===== config.mk =====
export PLATFORM = sky130hd
export DESIGN_NAME = fmul_36bit_arbiter_flat
export DESIGN_NICKNAME = d
export VERILOG_FILES = /design/src/rtl/fmul_36bit_arbiter_if.sv /design/src/rtl/fmul_36bit_arbiter.sv /design/src/flat_wrapper.sv
export SDC_FILE = /design/constraint.sdc
export NUM_CORES = 1
export LEC_CHECK = 0
export CORE_AREA = 2 2 179 181
export CTS_CLUSTER_DIAMETER = 100
export DETAILED_ROUTE_END_ITERATION = 12
export DIE_AREA = 0 0 181 183
export HOLD_SLACK_MARGIN = 0.12
export PLACE_DENSITY = 0.52
export SETUP_SLACK_MARGIN = 0.15
export SLEW_MARGIN = 20
export SYNTH_ARGS = -nofsm -noshare
export SYNTH_HDL_FRONTEND = slang
export SYNTH_SLANG_ARGS = --single-unit

===== constraint.sdc =====
create_clock -name iCLOCK -period 3.6 [get_ports iCLOCK]
set_input_delay 0.72 -clock iCLOCK [delete_from_list [all_inputs] [get_ports iCLOCK]]
set_output_delay 0.72 -clock iCLOCK [all_outputs]
set_load 0.005 [all_outputs]

===== src/rtl/fmul_36bit_arbiter_if.sv =====
// Client-side and multiplier-side signal bundle for fmul_36bit_arbiter.
// The slave modport is the arbiter's view; master is the environment's view
// (requesters plus the shared multiplier).
interface fmul_36bit_arbiter_if #(
  parameter int P_N = 4
);
  // Requester issue side
  logic [P_N-1:0]    iREQ_REQ;
  logic [P_N-1:0]    oREQ_BUSY;
  logic [P_N*36-1:0] iREQ_A;
  logic [P_N*36-1:0] iREQ_B;
  // Requester result side
  logic [P_N-1:0]    oRES_VALID;
  logic [P_N-1:0]    iRES_BUSY;
  logic [35:0]       oRES_DATA;
  // Multiplier input side
  logic              oMUL_REQ;
  logic              iMUL_BUSY;
  logic [35:0]       oMUL_A;
  logic [35:0]       oMUL_B;
  // Multiplier output side
  logic              iMUL_VALID;
  logic              oMUL_BUSY;
  logic [35:0]       iMUL_DATA;
  // Status
  logic              oERR_ORPHAN;

  modport slave (
    input  iREQ_REQ, iREQ_A, iREQ_B, iRES_BUSY, iMUL_BUSY, iMUL_VALID, iMUL_DATA,
    output oREQ_BUSY, oRES_VALID, oRES_DATA, oMUL_REQ, oMUL_A, oMUL_B, oMUL_BUSY,
           oERR_ORPHAN
  );

  modport master (
    output iREQ_REQ, iREQ_A, iREQ_B, iRES_BUSY, iMUL_BUSY, iMUL_VALID, iMUL_DATA,
    input  oREQ_BUSY, oRES_VALID, oRES_DATA, oMUL_REQ, oMUL_A, oMUL_B, oMUL_BUSY,
           oERR_ORPHAN
  );
endinterface


===== src/rtl/fmul_36bit_arbiter.sv =====
// Round-robin sharing of one fmul_36bit among P_N requesters. A tag FIFO
// remembers which requester issued each in-flight op so every result is
// steered back to its issuer in issue order.
//
// Handshake semantics (every channel): a word moves on a clock edge where the
// sender's REQ/VALID is 1 and the receiver's BUSY is 0. While BUSY is 1 the
// sender holds REQ/VALID and data stable.
module fmul_36bit_arbiter #(
  parameter int P_N         = 4,
  parameter int P_TAG_DEPTH = 8
) (
  input  logic iCLOCK,
  input  logic inRESET,
  input  logic iRESET_SYNC,
  fmul_36bit_arbiter_if.slave bus
);

  localparam int TW = (P_N > 1) ? $clog2(P_N) : 1;
  localparam int AW = $clog2(P_TAG_DEPTH);
  localparam int CW = AW + 1;

  logic [TW-1:0] rrPtr;
  logic [TW-1:0] grantIdx;
  logic [TW:0]   rrSum;
  logic          grantFound;
  logic [35:0]   selA;
  logic [35:0]   selB;

  logic          mulReq;
  logic [35:0]   mulA;
  logic [35:0]   mulB;
  logic          errOrphan;

  logic [TW-1:0] tagMem [P_TAG_DEPTH];
  logic [AW-1:0] tagWr;
  logic [AW-1:0] tagRd;
  logic [CW-1:0] tagCount;
  logic [TW-1:0] headTag;

  logic          rstActive;
  logic          tagEmpty;
  logic          tagFull;
  logic          accept;
  logic          resValid;
  logic          pop;
  logic [P_N-1:0] reqBusyVec;
  logic [P_N-1:0] resValidVec;

  // Either reset form blanks the handshake outputs while it is active.
  assign rstActive = !inRESET || iRESET_SYNC;
  assign tagEmpty  = (tagCount == '0);
  assign tagFull   = (tagCount == CW'(P_TAG_DEPTH));
  assign headTag   = tagMem[tagRd];

  // First requesting port at or above rrPtr, wrapping past P_N-1.
  always_comb begin
    grantIdx   = rrPtr;
    grantFound = 1'b0;
    rrSum      = '0;
    for (int k = 0; k < P_N; k++) begin
      rrSum = {1'b0, rrPtr} + (TW+1)'(k);
      if (rrSum >= (TW+1)'(P_N)) rrSum = rrSum - (TW+1)'(P_N);
      if (!grantFound && bus.iREQ_REQ[rrSum[TW-1:0]]) begin
        grantFound = 1'b1;
        grantIdx   = rrSum[TW-1:0];
      end
    end
  end

  // Operand mux for the granted requester.
  always_comb begin
    selA = '0;
    selB = '0;
    for (int n = 0; n < P_N; n++) begin
      if (grantIdx == TW'(n)) begin
        selA = bus.iREQ_A[36*n +: 36];
        selB = bus.iREQ_B[36*n +: 36];
      end
    end
  end

  // The staging register can take a new op when it is empty or draining.
  assign accept = !rstActive && (!mulReq || !bus.iMUL_BUSY) && !tagFull && grantFound;

  assign resValid = bus.iMUL_VALID && !tagEmpty && !rstActive;
  assign pop      = resValid && !bus.iRES_BUSY[headTag];

  // Per-requester stall and result-valid vectors.
  always_comb begin
    reqBusyVec  = '1;
    resValidVec = '0;
    if (accept)   reqBusyVec[grantIdx]  = 1'b0;
    if (resValid) resValidVec[headTag]  = 1'b1;
  end

  // Staging register toward the multiplier and the round-robin pointer.
  always_ff @(posedge iCLOCK or negedge inRESET) begin
    if (!inRESET) begin
      mulReq <= 1'b0;
      mulA   <= '0;
      mulB   <= '0;
      rrPtr  <= '0;
    end else if (iRESET_SYNC) begin
      mulReq <= 1'b0;
      mulA   <= '0;
      mulB   <= '0;
      rrPtr  <= '0;
    end else if (accept) begin
      mulReq <= 1'b1;
      mulA   <= selA;
      mulB   <= selB;
      rrPtr  <= (grantIdx == TW'(P_N-1)) ? '0 : grantIdx + TW'(1);
    end else if (!bus.iMUL_BUSY) begin
      mulReq <= 1'b0;
    end
  end

  // Tag storage; entries are only meaningful between push and pop.
  always_ff @(posedge iCLOCK) begin
    if (accept) tagMem[tagWr] <= grantIdx;
  end

  // Tag FIFO pointers and occupancy; push and pop together keep the count.
  always_ff @(posedge iCLOCK or negedge inRESET) begin
    if (!inRESET) begin
      tagWr    <= '0;
      tagRd    <= '0;
      tagCount <= '0;
    end else if (iRESET_SYNC) begin
      tagWr    <= '0;
      tagRd    <= '0;
      tagCount <= '0;
    end else begin
      if (accept) tagWr <= tagWr + 1'b1;
      if (pop)    tagRd <= tagRd + 1'b1;
      case ({accept, pop})
        2'b10:   tagCount <= tagCount + 1'b1;
        2'b01:   tagCount <= tagCount - 1'b1;
        default: tagCount <= tagCount;
      endcase
    end
  end

  // Sticky flag for a multiplier result that no outstanding tag can claim.
  always_ff @(posedge iCLOCK or negedge inRESET) begin
    if (!inRESET) begin
      errOrphan <= 1'b0;
    end else if (iRESET_SYNC) begin
      errOrphan <= 1'b0;
    end else if (bus.iMUL_VALID && tagEmpty) begin
      errOrphan <= 1'b1;
    end
  end

  assign bus.oREQ_BUSY   = reqBusyVec;
  assign bus.oRES_VALID  = resValidVec;
  assign bus.oRES_DATA   = bus.iMUL_DATA;
  assign bus.oMUL_REQ    = mulReq;
  assign bus.oMUL_A      = mulA;
  assign bus.oMUL_B      = mulB;
  // An orphan result sees no stall, so the multiplier drops it.
  assign bus.oMUL_BUSY   = !tagEmpty && bus.iRES_BUSY[headTag];
  assign bus.oERR_ORPHAN = errOrphan;

endmodule


===== src/flat_wrapper.sv =====
// flat-port wrapper written by rule: the top's interface ports become plain ports
module fmul_36bit_arbiter_flat 
#(
  parameter int P_N         = 4,
  parameter int P_TAG_DEPTH = 8
)
  (iCLOCK, inRESET, iRESET_SYNC, bus_iREQ_REQ, bus_iREQ_A, bus_iREQ_B, bus_iRES_BUSY, bus_iMUL_BUSY, bus_iMUL_VALID, bus_iMUL_DATA, bus_oREQ_BUSY, bus_oRES_VALID, bus_oRES_DATA, bus_oMUL_REQ, bus_oMUL_A, bus_oMUL_B, bus_oMUL_BUSY, bus_oERR_ORPHAN);
  fmul_36bit_arbiter_if #(.P_N(P_N)) bus_i ();
  input  logic iCLOCK;
  input  logic inRESET;
  input  logic iRESET_SYNC;
  input wire logic [$bits(bus_i.iREQ_REQ)-1:0] bus_iREQ_REQ;
  input wire logic [$bits(bus_i.iREQ_A)-1:0] bus_iREQ_A;
  input wire logic [$bits(bus_i.iREQ_B)-1:0] bus_iREQ_B;
  input wire logic [$bits(bus_i.iRES_BUSY)-1:0] bus_iRES_BUSY;
  input wire logic [$bits(bus_i.iMUL_BUSY)-1:0] bus_iMUL_BUSY;
  input wire logic [$bits(bus_i.iMUL_VALID)-1:0] bus_iMUL_VALID;
  input wire logic [$bits(bus_i.iMUL_DATA)-1:0] bus_iMUL_DATA;
  output wire logic [$bits(bus_i.oREQ_BUSY)-1:0] bus_oREQ_BUSY;
  output wire logic [$bits(bus_i.oRES_VALID)-1:0] bus_oRES_VALID;
  output wire logic [$bits(bus_i.oRES_DATA)-1:0] bus_oRES_DATA;
  output wire logic [$bits(bus_i.oMUL_REQ)-1:0] bus_oMUL_REQ;
  output wire logic [$bits(bus_i.oMUL_A)-1:0] bus_oMUL_A;
  output wire logic [$bits(bus_i.oMUL_B)-1:0] bus_oMUL_B;
  output wire logic [$bits(bus_i.oMUL_BUSY)-1:0] bus_oMUL_BUSY;
  output wire logic [$bits(bus_i.oERR_ORPHAN)-1:0] bus_oERR_ORPHAN;
  assign bus_i.iREQ_REQ = bus_iREQ_REQ;
  assign bus_i.iREQ_A = bus_iREQ_A;
  assign bus_i.iREQ_B = bus_iREQ_B;
  assign bus_i.iRES_BUSY = bus_iRES_BUSY;
  assign bus_i.iMUL_BUSY = bus_iMUL_BUSY;
  assign bus_i.iMUL_VALID = bus_iMUL_VALID;
  assign bus_i.iMUL_DATA = bus_iMUL_DATA;
  assign bus_oREQ_BUSY = bus_i.oREQ_BUSY;
  assign bus_oRES_VALID = bus_i.oRES_VALID;
  assign bus_oRES_DATA = bus_i.oRES_DATA;
  assign bus_oMUL_REQ = bus_i.oMUL_REQ;
  assign bus_oMUL_A = bus_i.oMUL_A;
  assign bus_oMUL_B = bus_i.oMUL_B;
  assign bus_oMUL_BUSY = bus_i.oMUL_BUSY;
  assign bus_oERR_ORPHAN = bus_i.oERR_ORPHAN;
  fmul_36bit_arbiter #(.P_N(P_N), .P_TAG_DEPTH(P_TAG_DEPTH)) u_core (.iCLOCK(iCLOCK), .inRESET(inRESET), .iRESET_SYNC(iRESET_SYNC), .bus(bus_i));
endmodule

==> results by stage, run 1 <==
Worst setup path:
- Broken down by cell family, the worst path's largest delay share belongs to buffers and inverters.
- The top fanout value on the critical path is 5.
- The signal on the critical path passes through clkdlybuf4s50_1 -> or4_1 -> and4_4 -> nand2_1 -> clkdlybuf4s50_1.
- The worst setup path is captured at an output port.
- The largest single stage delay on the critical path is ~0.6 ns.
- The setup check on the worst reg-to-reg path leaves a slack of roughly 0.78 ns.
- The cell seen most often among critical-path stages is sky130_fd_sc_hd__clkdlybuf4s50_1.
- The type of the worst setup path is input pin to output port.
- Measured in cells, the most critical reg-to-reg path has a length of 11.
- The slowest stage of the critical path belongs to the cell sky130_fd_sc_hd__or4_1.
- Data arrives at the worst endpoint at roughly 2.6 ns.
- STA classifies the critical path startpoint as an input pin.
- The capture point of the worst reg-to-reg path is u_core.tagCount[3]$_DFFE_PN0P_.
- The startpoint identified for the worst register-to-register timing path is u_core.tagRd[0]$_DFFE_PN0P_.
- Data on the critical path is required at its endpoint by between 2 and 3 ns.
- The critical path contains buffers and inverters numbering 2 combined.

STA:
- The ratio of final minimum period to clock period is 0.9325.
- The transition time at the pin with the least slew margin is 0.8824 ns.
- The final setup violation count is 0.
- Setup repair after global routing could not meet its margin everywhere.
- The clock skew after layout is around 0.010 ns.
- The minimum clock period after layout is roughly 3.4 ns.
- The setup TNS is 0 ns.
- The fmax is a little under 0.3 GHz.
- The number of endpoints with negative hold slack in the final report is 0.
- Measured against its own limit, the worst slew margin works out to 0.4117.
- The max-slew violation total from the final report came to 0.

CTS:
- The source-to-sink clock delay at the later pin of the worst-skew pair is between 0.3 and 0.4 ns.
- The clock sink count is 102.
- The clock-pin slew reported for the worst setup and hold paths after clock tree synthesis is around 0.080 ns.
- TritonCTS built the clock tree.
- The number of buffers on the longest clock path is 2.
- The clock tree synthesis step divided the H-tree into 3 levels.
- Clock tree synthesis inserted a total of 9 buffers.
- The root cell of the clock tree is sky130_fd_sc_hd__clkbuf_16.

Final layout:
- The count of nets after finishing is approximately 1600.
- The filler cell count in the final layout is about 3200.
- In the final layout, flip-flops and latches occupy 2635 um^2.
- The final cell count without fillers is around 1600.
- The most common cell after layout, fill and taps aside is sky130_fd_sc_hd__clkdlybuf4s50_1.
- The number of antenna diodes in the final layout is 0.
- The fraction of layout cells with a size suffix above 1 is 0.06068.
- Leaving out fill and tap cells, the most frequent cells in the layout are sky130_fd_sc_hd__clkdlybuf4s50_1, sky130_fd_sc_hd__nand2_1, sky130_fd_sc_hd__o21ai_0, sky130_fd_sc_hd__nor2_1, sky130_fd_sc_hd__dfrtp_1.
- The layout overhead on the synthesized area is 60.30%.
- The multi-input combinational cell area is roughly 4200 um^2.

Placement:
- The number of cells after detailed placement is 1620.
- The detailed placement HPWL is around 21000 um.
- Routability-driven placement finished with a final weighted congestion of ~0.8.
- The number of port buffers is 383.

Power and ir drop:
- Of the total power, registers draw 0.310.
- The total power density per cell area is approximately 410 nW/um^2.
- The internal power summed over all cells is 3036 uW.
- Total power for the finished layout comes to roughly 4800 uW.
- The switching portion of total power is 0.3723.
- The worst IR drop on VDD is roughly 220 uV.
- Of the total power, the clock network draws 0.198.
- Of the total power, combinational logic draws 0.492.
- The static leakage is between 0.004 and 0.005 uW.
- The reported net switching power is 1800 uW.

Logic synthesis:
- The largest family of logic cells by synthesized area is simple AND/OR/NAND/NOR gates.
- For this run, the leading register cell type out of synthesis is sky130_fd_sc_hd__dfrtp_1.
- The synthesized design contains between 100 and 150 register bits.
- In this run, distinct cell masters in the synthesized netlist total between 50 and 60.
- After synthesis the cells add up to about 7300 um^2.
- Of all flip-flops after synthesis, the portion carrying an async set or reset was 0.8431.
- The total of warnings raised by yosys is 0.
- The sequential cell area fraction in the yosys report is 0.3594.
- The area fraction in compound gates after synthesis was 0.1811.
- The fraction of the mapped netlist area in simple logic gates is 0.2410.
- After synthesis, the mean cell area works out to between 7 and 8 um^2.
- The post-synthesis net count is 1271.
- After technology mapping, the gate count stands at approximately 900.
- The synthesized design contains 16 enable-type register cells.
- The arithmetic-cell share of the synthesized area counting full adders, half adders and majority gates is 0.01367.
- The parity-gate share of the synthesized area counting xor and xnor cells is 0.005979.
- The multiplexer fraction of the synthesized cell area is 0.1174.

Drt:
- Before antenna repair, the detailed router went through 4 iterations.
- The remaining routing DRC violations is 0.
- In the final routed layout, each cell accounts on average for around 18 um.
- Detailed routing inserted a total of 7427 vias.
- The number of antenna-violating nets in the routed design is 0.
- The mean number of vias per cell is 4.534.
- The violation count after the first detailed-routing iteration is between 300 and 400.
- The final layout contains routed wiring with a total length of ~29000 um.

Die:
- Row generation in the floorplan step produced 65 rows.
- The die covers 33120 um^2.
- The initial utilization of the core area, before any placement, comes to 0.2345.
- The area of the core is between 30000 and 40000 um^2.
- From left edge to right edge, the die measures roughly 180 um.
- The I/O pin count is 456.
- In this run the vertical extent of the chip is ~180 um.

Global route:
- The number of global-route vias before repair was 7601.
- Entering global routing, the biggest net connects between 90 and 100 pins.
- Summed over all layers, the global routing overflow is 0.
- For this run, the total global-route usage over all layers was measured as 0.1702.
- The initial antenna violation count is 0.
- The first global-routing pass estimated 43950 um of wire.

Run:
- The tool flagged a number of max-cap violations equal to 0.

Hold path:
- The path type of the worst min-delay path is input pin to async pin.

Run status:
- The flow ran to the end, and the final reports show no timing, DRC or antenna violations.
registers in the layout, summed over array words and instances, names as in the netlist:
signal,cells
u_core.tagWr,3
u_core.rrPtr,2
u_core.bus.oMUL_A,36
u_core.tagCount,4
u_core.tagRd,3
u_core.tagMem,16
u_core.bus.oERR_ORPHAN,1
u_core.bus.oMUL_B,36
u_core.bus.oMUL_REQ,1
metrics by stage:
stage / setup slack, ns / instance area, um^2 / util / hold WS [ns]
floorplan: 0.2327 / 7325 / - / 0.4244
global placement: -0.2546 / 11380 / 0.3645 / 0.4827
detailed placement: -0.2859 / 11380 / 0.3645 / 0.4869
CTS: 0.1498 / 11690 / 0.3744 / 0.5055
global route: 0.1208 / 11740 / 0.3760 / 0.5176
finish: 0.2429 / 11740 / 0.3760 / 0.4698
logic make-up (layout without fill, tap and decap cells):
logic type | after synthesis | after routing
and+or+nand+nor | 362 | 362
AOI/OAI and AO/OA | 249 | 249
buffers and inverters | 119 | 429
DFF | 102 | 102
muxes | 81 | 81
adders and majority gates | 8 | 8
xor gates and xnor gates | 5 | 5
routing by layer:
layer  vias to the layer above  GRT usage  wire [um]
met5                         -          0          0
met4                         0    0.06407        956
met3                        59    0.02681       1253
met2                       215     0.3049      14420
met1                      3370     0.2058      12170
li1                       3783          -          -
synth_stat cells, types with 2 or more instances:
cell                       number  area [um^2]
sky130_fd_sc_hd__nand2_1      162        608.1
sky130_fd_sc_hd__o21ai_0      150        750.7
sky130_fd_sc_hd__nor2_1        89        334.1
sky130_fd_sc_hd__dfrtp_1       86         2152
sky130_fd_sc_hd__a21oi_1       80        400.4
sky130_fd_sc_hd__mux2i_1       75        750.7
sky130_fd_sc_hd__nand3b_1      75        563.0
sky130_fd_sc_hd__clkbuf_1      59        221.5
sky130_fd_sc_hd__buf_4         37        277.8
sky130_fd_sc_hd__edfxtp_1      16        480.5
sky130_fd_sc_hd__buf_1         14        52.55
sky130_fd_sc_hd__ha_1           8        100.1
sky130_fd_sc_hd__nor2b_1        6        37.54
sky130_fd_sc_hd__nor3_1         6        30.03
sky130_fd_sc_hd__inv_1          5        18.77
sky130_fd_sc_hd__nand3_1        4        20.02
sky130_fd_sc_hd__buf_2          3        15.01
sky130_fd_sc_hd__xnor2_1        3        26.28
sky130_fd_sc_hd__a211o_1        2        17.52
sky130_fd_sc_hd__a211oi_2       2        25.02
sky130_fd_sc_hd__a22oi_1        2        15.01
sky130_fd_sc_hd__and3_1         2        12.51
sky130_fd_sc_hd__mux2_4         2        30.03
sky130_fd_sc_hd__mux4_2         2        45.04
sky130_fd_sc_hd__nand2b_1       2        12.51
sky130_fd_sc_hd__nor4_1         2        12.51
sky130_fd_sc_hd__o21a_1         2        15.01
sky130_fd_sc_hd__xor2_1         2        17.52
what timing repair did:
item                                    in CTS  in global routing
endpoints found under the hold margin        0                  0
gates resized for setup                      9                 13
buffers inserted                             0                  2
hold buffers                                 0                  0
pin swaps                                    1                  1
endpoints found under the setup margin       5                  5
how the worst max path moves through the flow:
| stage | from | end | slack, ns | depth (start not counted) |
|---|---|---|---|---|
| 2_1_floorplan | bus_iREQ_REQ[0] | bus_oREQ_BUSY[3] | 0.23 | 6 |
| 3_3_place_gp | bus_iREQ_REQ[0] | bus_oREQ_BUSY[0] | -0.25 | 7 |
| 3_5_place_dp | bus_iREQ_REQ[0] | bus_oREQ_BUSY[0] | -0.29 | 7 |
| 4_1_cts | bus_iREQ_REQ[2] | bus_oREQ_BUSY[0] | 0.15 | 6 |
| 5_1_grt | u_core.tagRd[1]$_DFFE_PN0P_ | bus_oMUL_BUSY | 0.12 | 6 |
| 6_report | bus_iREQ_REQ[1] | bus_oREQ_BUSY[2] | 0.24 | 5 |
area by class of cell:
cell class | instances | share of cell area
timing repair buffer | 408 | 0.3502
clock inverter | 6 | 0.003836
sequential | 102 | 0.2244
tap | 402 | 0.04284
clock buffer | 10 | 0.01950
multi-input combinational | 705 | 0.3576
inverter | 5 | 0.001598
power groups by stage:
stage                     clock [uW]  sequential (uW)  combinational, uW
final                            960             1500               2380
after global routing            1050             1530               2650
after CTS                       1020             1500               2410
after detailed placement           0             1520               2390
after global placement             0             1510               2380
after floorplan                    0             1500               1230
Power figures use the tool's default switching activity.
==> run 2: changes to the inputs <==
==> constraint.sdc (replaced) <==
create_clock -name iCLOCK -period 3.6 [get_ports iCLOCK]
set_input_delay 0.72 -clock iCLOCK [delete_from_list [all_inputs] [get_ports iCLOCK]]
set_output_delay 0.72 -clock iCLOCK [all_outputs]
set_load 0.02 [all_outputs]
==> run 2 against run 1 <==
Effect of this change: clock-buffer cell count decreased by 1; worst hold slack lost 0.13 ns; final cell count increased by 0.37%; non-clock buffer count up 6; combinational power rose by 9.7%; register-to-register slack lost 0.05 ns; first-iteration DRC count shrank 17%; largest cell class unchanged; largest power group unchanged.
==> results by stage, run 2 (same netlist as run 1, synthesis figures left out) <==
Run status:
- Outcome: finished clean (unchanged).

Die:
- The standard-cell row count is 65 (unchanged).
- The overall die area is 33120 um^2 (unchanged).
- The initial cell density of the core is 0.2345 (unchanged).
- The overall die height is 183 um (unchanged).
- The die width is 181 um (unchanged).
- The area of the core is 31230 um^2 (unchanged).
- The I/O pin count is 456 (unchanged).

Final layout:
- The count of nets after finishing is 1582 (was 1576).
- The register area is 2635 um^2 (unchanged).
- The fraction of layout cells with a size suffix above 1 is 0.06361 (was 0.06068).
- The number of diodes is 0 (unchanged).
- The filler cell count in the final layout is 3294 (was 3238).
- Most frequent cells in the layout: sky130_fd_sc_hd__clkdlybuf4s50_1, sky130_fd_sc_hd__nand2_1, sky130_fd_sc_hd__o21ai_0, sky130_fd_sc_hd__nor2_1, sky130_fd_sc_hd__dfrtp_1 (unchanged).
- The multi-input combinational cell area is 4173 um^2 (was 4199 um^2).
- The most common cell after layout, fill and taps aside is sky130_fd_sc_hd__clkdlybuf4s50_1 (unchanged).
- The layout overhead on the synthesized area is 60.49% (was 60.30%).

Worst setup path:
- The kind of end point of the critical path is an output port (unchanged).
- The total buffers and inverters traversed by the critical path is 3 (was 2).
- Critical Path, Cell by Cell: clkdlybuf4s50_1 -> nor2b_2 -> a21oi_1 -> o211a_2 -> inv_1 -> ha_2 -> nand2_1 -> dlygate4sd2_1 (was clkdlybuf4s50_1 -> or4_1 -> and4_4 -> nand2_1 -> clkdlybuf4s50_1).
- The family with the most delay on the worst path is buffers and inverters (unchanged).
- The top fanout value on the critical path is 5 (unchanged).
- The type of the worst setup path is input pin to output port (unchanged).
- The critical path arrival is 2.60 ns (was 2.64 ns).
- The slowest library cell on the worst path is sky130_fd_sc_hd__clkdlybuf4s50_1 (was sky130_fd_sc_hd__or4_1).
- The delay of the slowest critical-path stage is 0.54 ns (was 0.61 ns).
- The critical path required time was 2.88 ns (about the same).
- The type of origin of the critical path is an input pin (unchanged).

Global route:
- The number of global-route vias before repair is 7392 (was 7601).
- The initial antenna violation count is 0 (unchanged).
- The global routing met3 resource utilization is 0.03276 (was 0.02681).
- The maximum number of pins on one net before global-route repair was 145 (was 97).
- The global-route usage over all layers is 0.1692 (was 0.1702).
- The peak-usage layer in the global routing report is met2 (unchanged).
- The met1 demand-to-capacity share in global routing is 0.2062 (was 0.2058).
- The total grt overflow is 0 (unchanged).
- The wire length of the first global-routing pass is 43580 um (was 43950 um).
- The met2 usage in global routing is 0.3028 (was 0.3049).

CTS:
- The maximum level of the CTS H-tree is 3 (unchanged).
- The clock-pin slew reported for the worst setup and hold paths after clock tree synthesis came to 0.09 ns (was 0.08 ns).
- The root cell of the clock tree is sky130_fd_sc_hd__clkbuf_16 (unchanged).
- The clock sink count was 102 (unchanged).
- The post-CTS repair timing setup buffer count is 0 (unchanged).
- The number of buffers on the longest clock path came to 2 (unchanged).
- The source-to-sink clock delay at the later pin of the worst-skew pair is 0.36 ns (was 0.35 ns).
- The TritonCTS clock tree was built (unchanged).
- The CTS buffer count was 9 (unchanged).

STA:
- The fmax is 0.3013 GHz (was 0.2979 GHz).
- The minimum clock period after layout is 3.319 ns (was 3.357 ns).
- The ratio of final minimum period to clock period is 0.9220 (was 0.9325).
- The clock skew after layout is 0.01665 ns (was 0.01049 ns).
- The worst-case setup margin in the final layout was 0.2808 ns (was 0.2429 ns).
- The worst slew slack as a fraction of its limit is 0.3715 (was 0.4117).
- Unrepaired setup endpoints after global routing: no (was yes).
- The number of endpoints with negative hold slack in the final report is 0 (unchanged).
- The final setup violation count came to 0 (unchanged).
- The transition time at the pin with the least slew margin came to 0.9427 ns (was 0.8824 ns).
- The max-slew violation total from the final report came to 0 (unchanged).

Placement:
- The detailed placement HPWL is 21750 um (was 21390 um).
- The weighted congestion reported at the end of routability-driven placement is 0.8094 (was 0.8234).
- The minimum setup slack after placement is -0.1069 ns (was -0.2859 ns).
- The number of port buffers was 383 (unchanged).

Drt:
- The violation count after the first detailed-routing iteration is 300 (was 361).
- The mean number of vias per cell is 4.559 (was 4.534).
- The mean routed wirelength per cell is 17.59 um (was 17.58 um).
- The total wire length is 28930 um (was 28800 um).
- The length of the first detailed-routing pass in iterations is 4 (unchanged).
- The number of antenna-violating nets in the routed design is 0 (unchanged).
- The number of vias after detailed routing was 7495 (was 7427).
- The remaining routing DRC violations is 0 (unchanged).

Power and ir drop:
- The total power of the final layout is 5095 uW (was 4837 uW).
- The total power density per cell area is 433.4 nW/um^2 (was 411.9 nW/um^2).
- The static leakage is 0.004449 uW (was 0.004400 uW).
- The worst IR drop on VDD is 245.6 uV (was 217.4 uV).

Run:
- The number of violations of the max-capacitance limit is 0 (unchanged).

Hold path:
- The path type of the worst min-delay path is input pin to async pin (unchanged).
-- run 2: repair_timing --
action	CTS	global route
gates resized for setup	13	2
hold buffers	0	0
pin swaps	1	0
endpoints found under the setup margin	5	2
-- run 2: worst paths after layout --
path | from | to | slack (ns) | depth (start not counted)
max in group asynchronous | inRESET | u_core.bus.oMUL_A[30]$_DFFE_PN0P_ | 2.02 | 3
worst min register to register | u_core.bus.oMUL_A[19]$_DFFE_PN0P_ | u_core.bus.oMUL_A[19]$_DFFE_PN0P_ | 0.51 | 2
worst max-delay path | bus_iREQ_REQ[0] | bus_oREQ_BUSY[0] | 0.28 | 8
worst max register to register | u_core.rrPtr[1]$_DFFE_PN0P_ | u_core.bus.oMUL_A[24]$_DFFE_PN0P_ | 0.73 | 12
worst min-delay path | inRESET | u_core.bus.oMUL_REQ$_DFFE_PN0P_ | 0.34 | 2
min in group iCLOCK | u_core.bus.oMUL_A[19]$_DFFE_PN0P_ | u_core.bus.oMUL_A[19]$_DFFE_PN0P_ | 0.51 | 2
-- run 2: layer usage --
layer | part of all wire | up-vias | wire, um
met1 | 0.42 | 3446 | 12110
met4 | 0.025 | 0 | 711
met5 | 0 | - | 0
met3 | 0.049 | 34 | 1423
li1 | - | 3803 | -
met2 | 0.51 | 212 | 14680
-- run 2: cell type report --
cell class              instances  area share
inverters                       5    0.001597
multi-input cells             705      0.3550
clock inverters                 7    0.005748
clock buffers                   9     0.01916
flip-flops and latches        102      0.2242
well taps                     402     0.04279
repair buffers                414      0.3516
-- run 2: worst reg2reg max path: stages, from the launching register on --
cell,delay [ns]
sky130_fd_sc_hd__dfrtp_1,0.43
sky130_fd_sc_hd__or2_2,0.31
sky130_fd_sc_hd__a21oi_1,0.24
sky130_fd_sc_hd__o31ai_4,0.13
sky130_fd_sc_hd__inv_1,0.15
sky130_fd_sc_hd__ha_4,0.16
sky130_fd_sc_hd__buf_12,0.29
sky130_fd_sc_hd__buf_4,0.38
sky130_fd_sc_hd__a21oi_1,0.07
sky130_fd_sc_hd__o21ai_0,0.25
sky130_fd_sc_hd__buf_4,0.16
sky130_fd_sc_hd__mux2i_1,0.05
sky130_fd_sc_hd__o21ai_0,0.15
-- run 2: where the power goes --
group | switching (uW) | internal, uW
sequential | 131 | 1360
combinational | 1390 | 1220
clock | 506 | 488
-- run 2: stage by stage --
stage               instances  cell area [um^2]  hold WS, ns    util  setup TNS (ns)
floorplan                 926              7330       0.4244       -               0
CTS                      1644             11750       0.3427  0.3762               0
global route             1644             11760       0.3427  0.3764               0
global placement         1628             11440       0.4927  0.3662         -0.1786
finish                   1644             11760       0.3393  0.3764               0
detailed placement       1628             11440       0.4971  0.3662         -0.2129
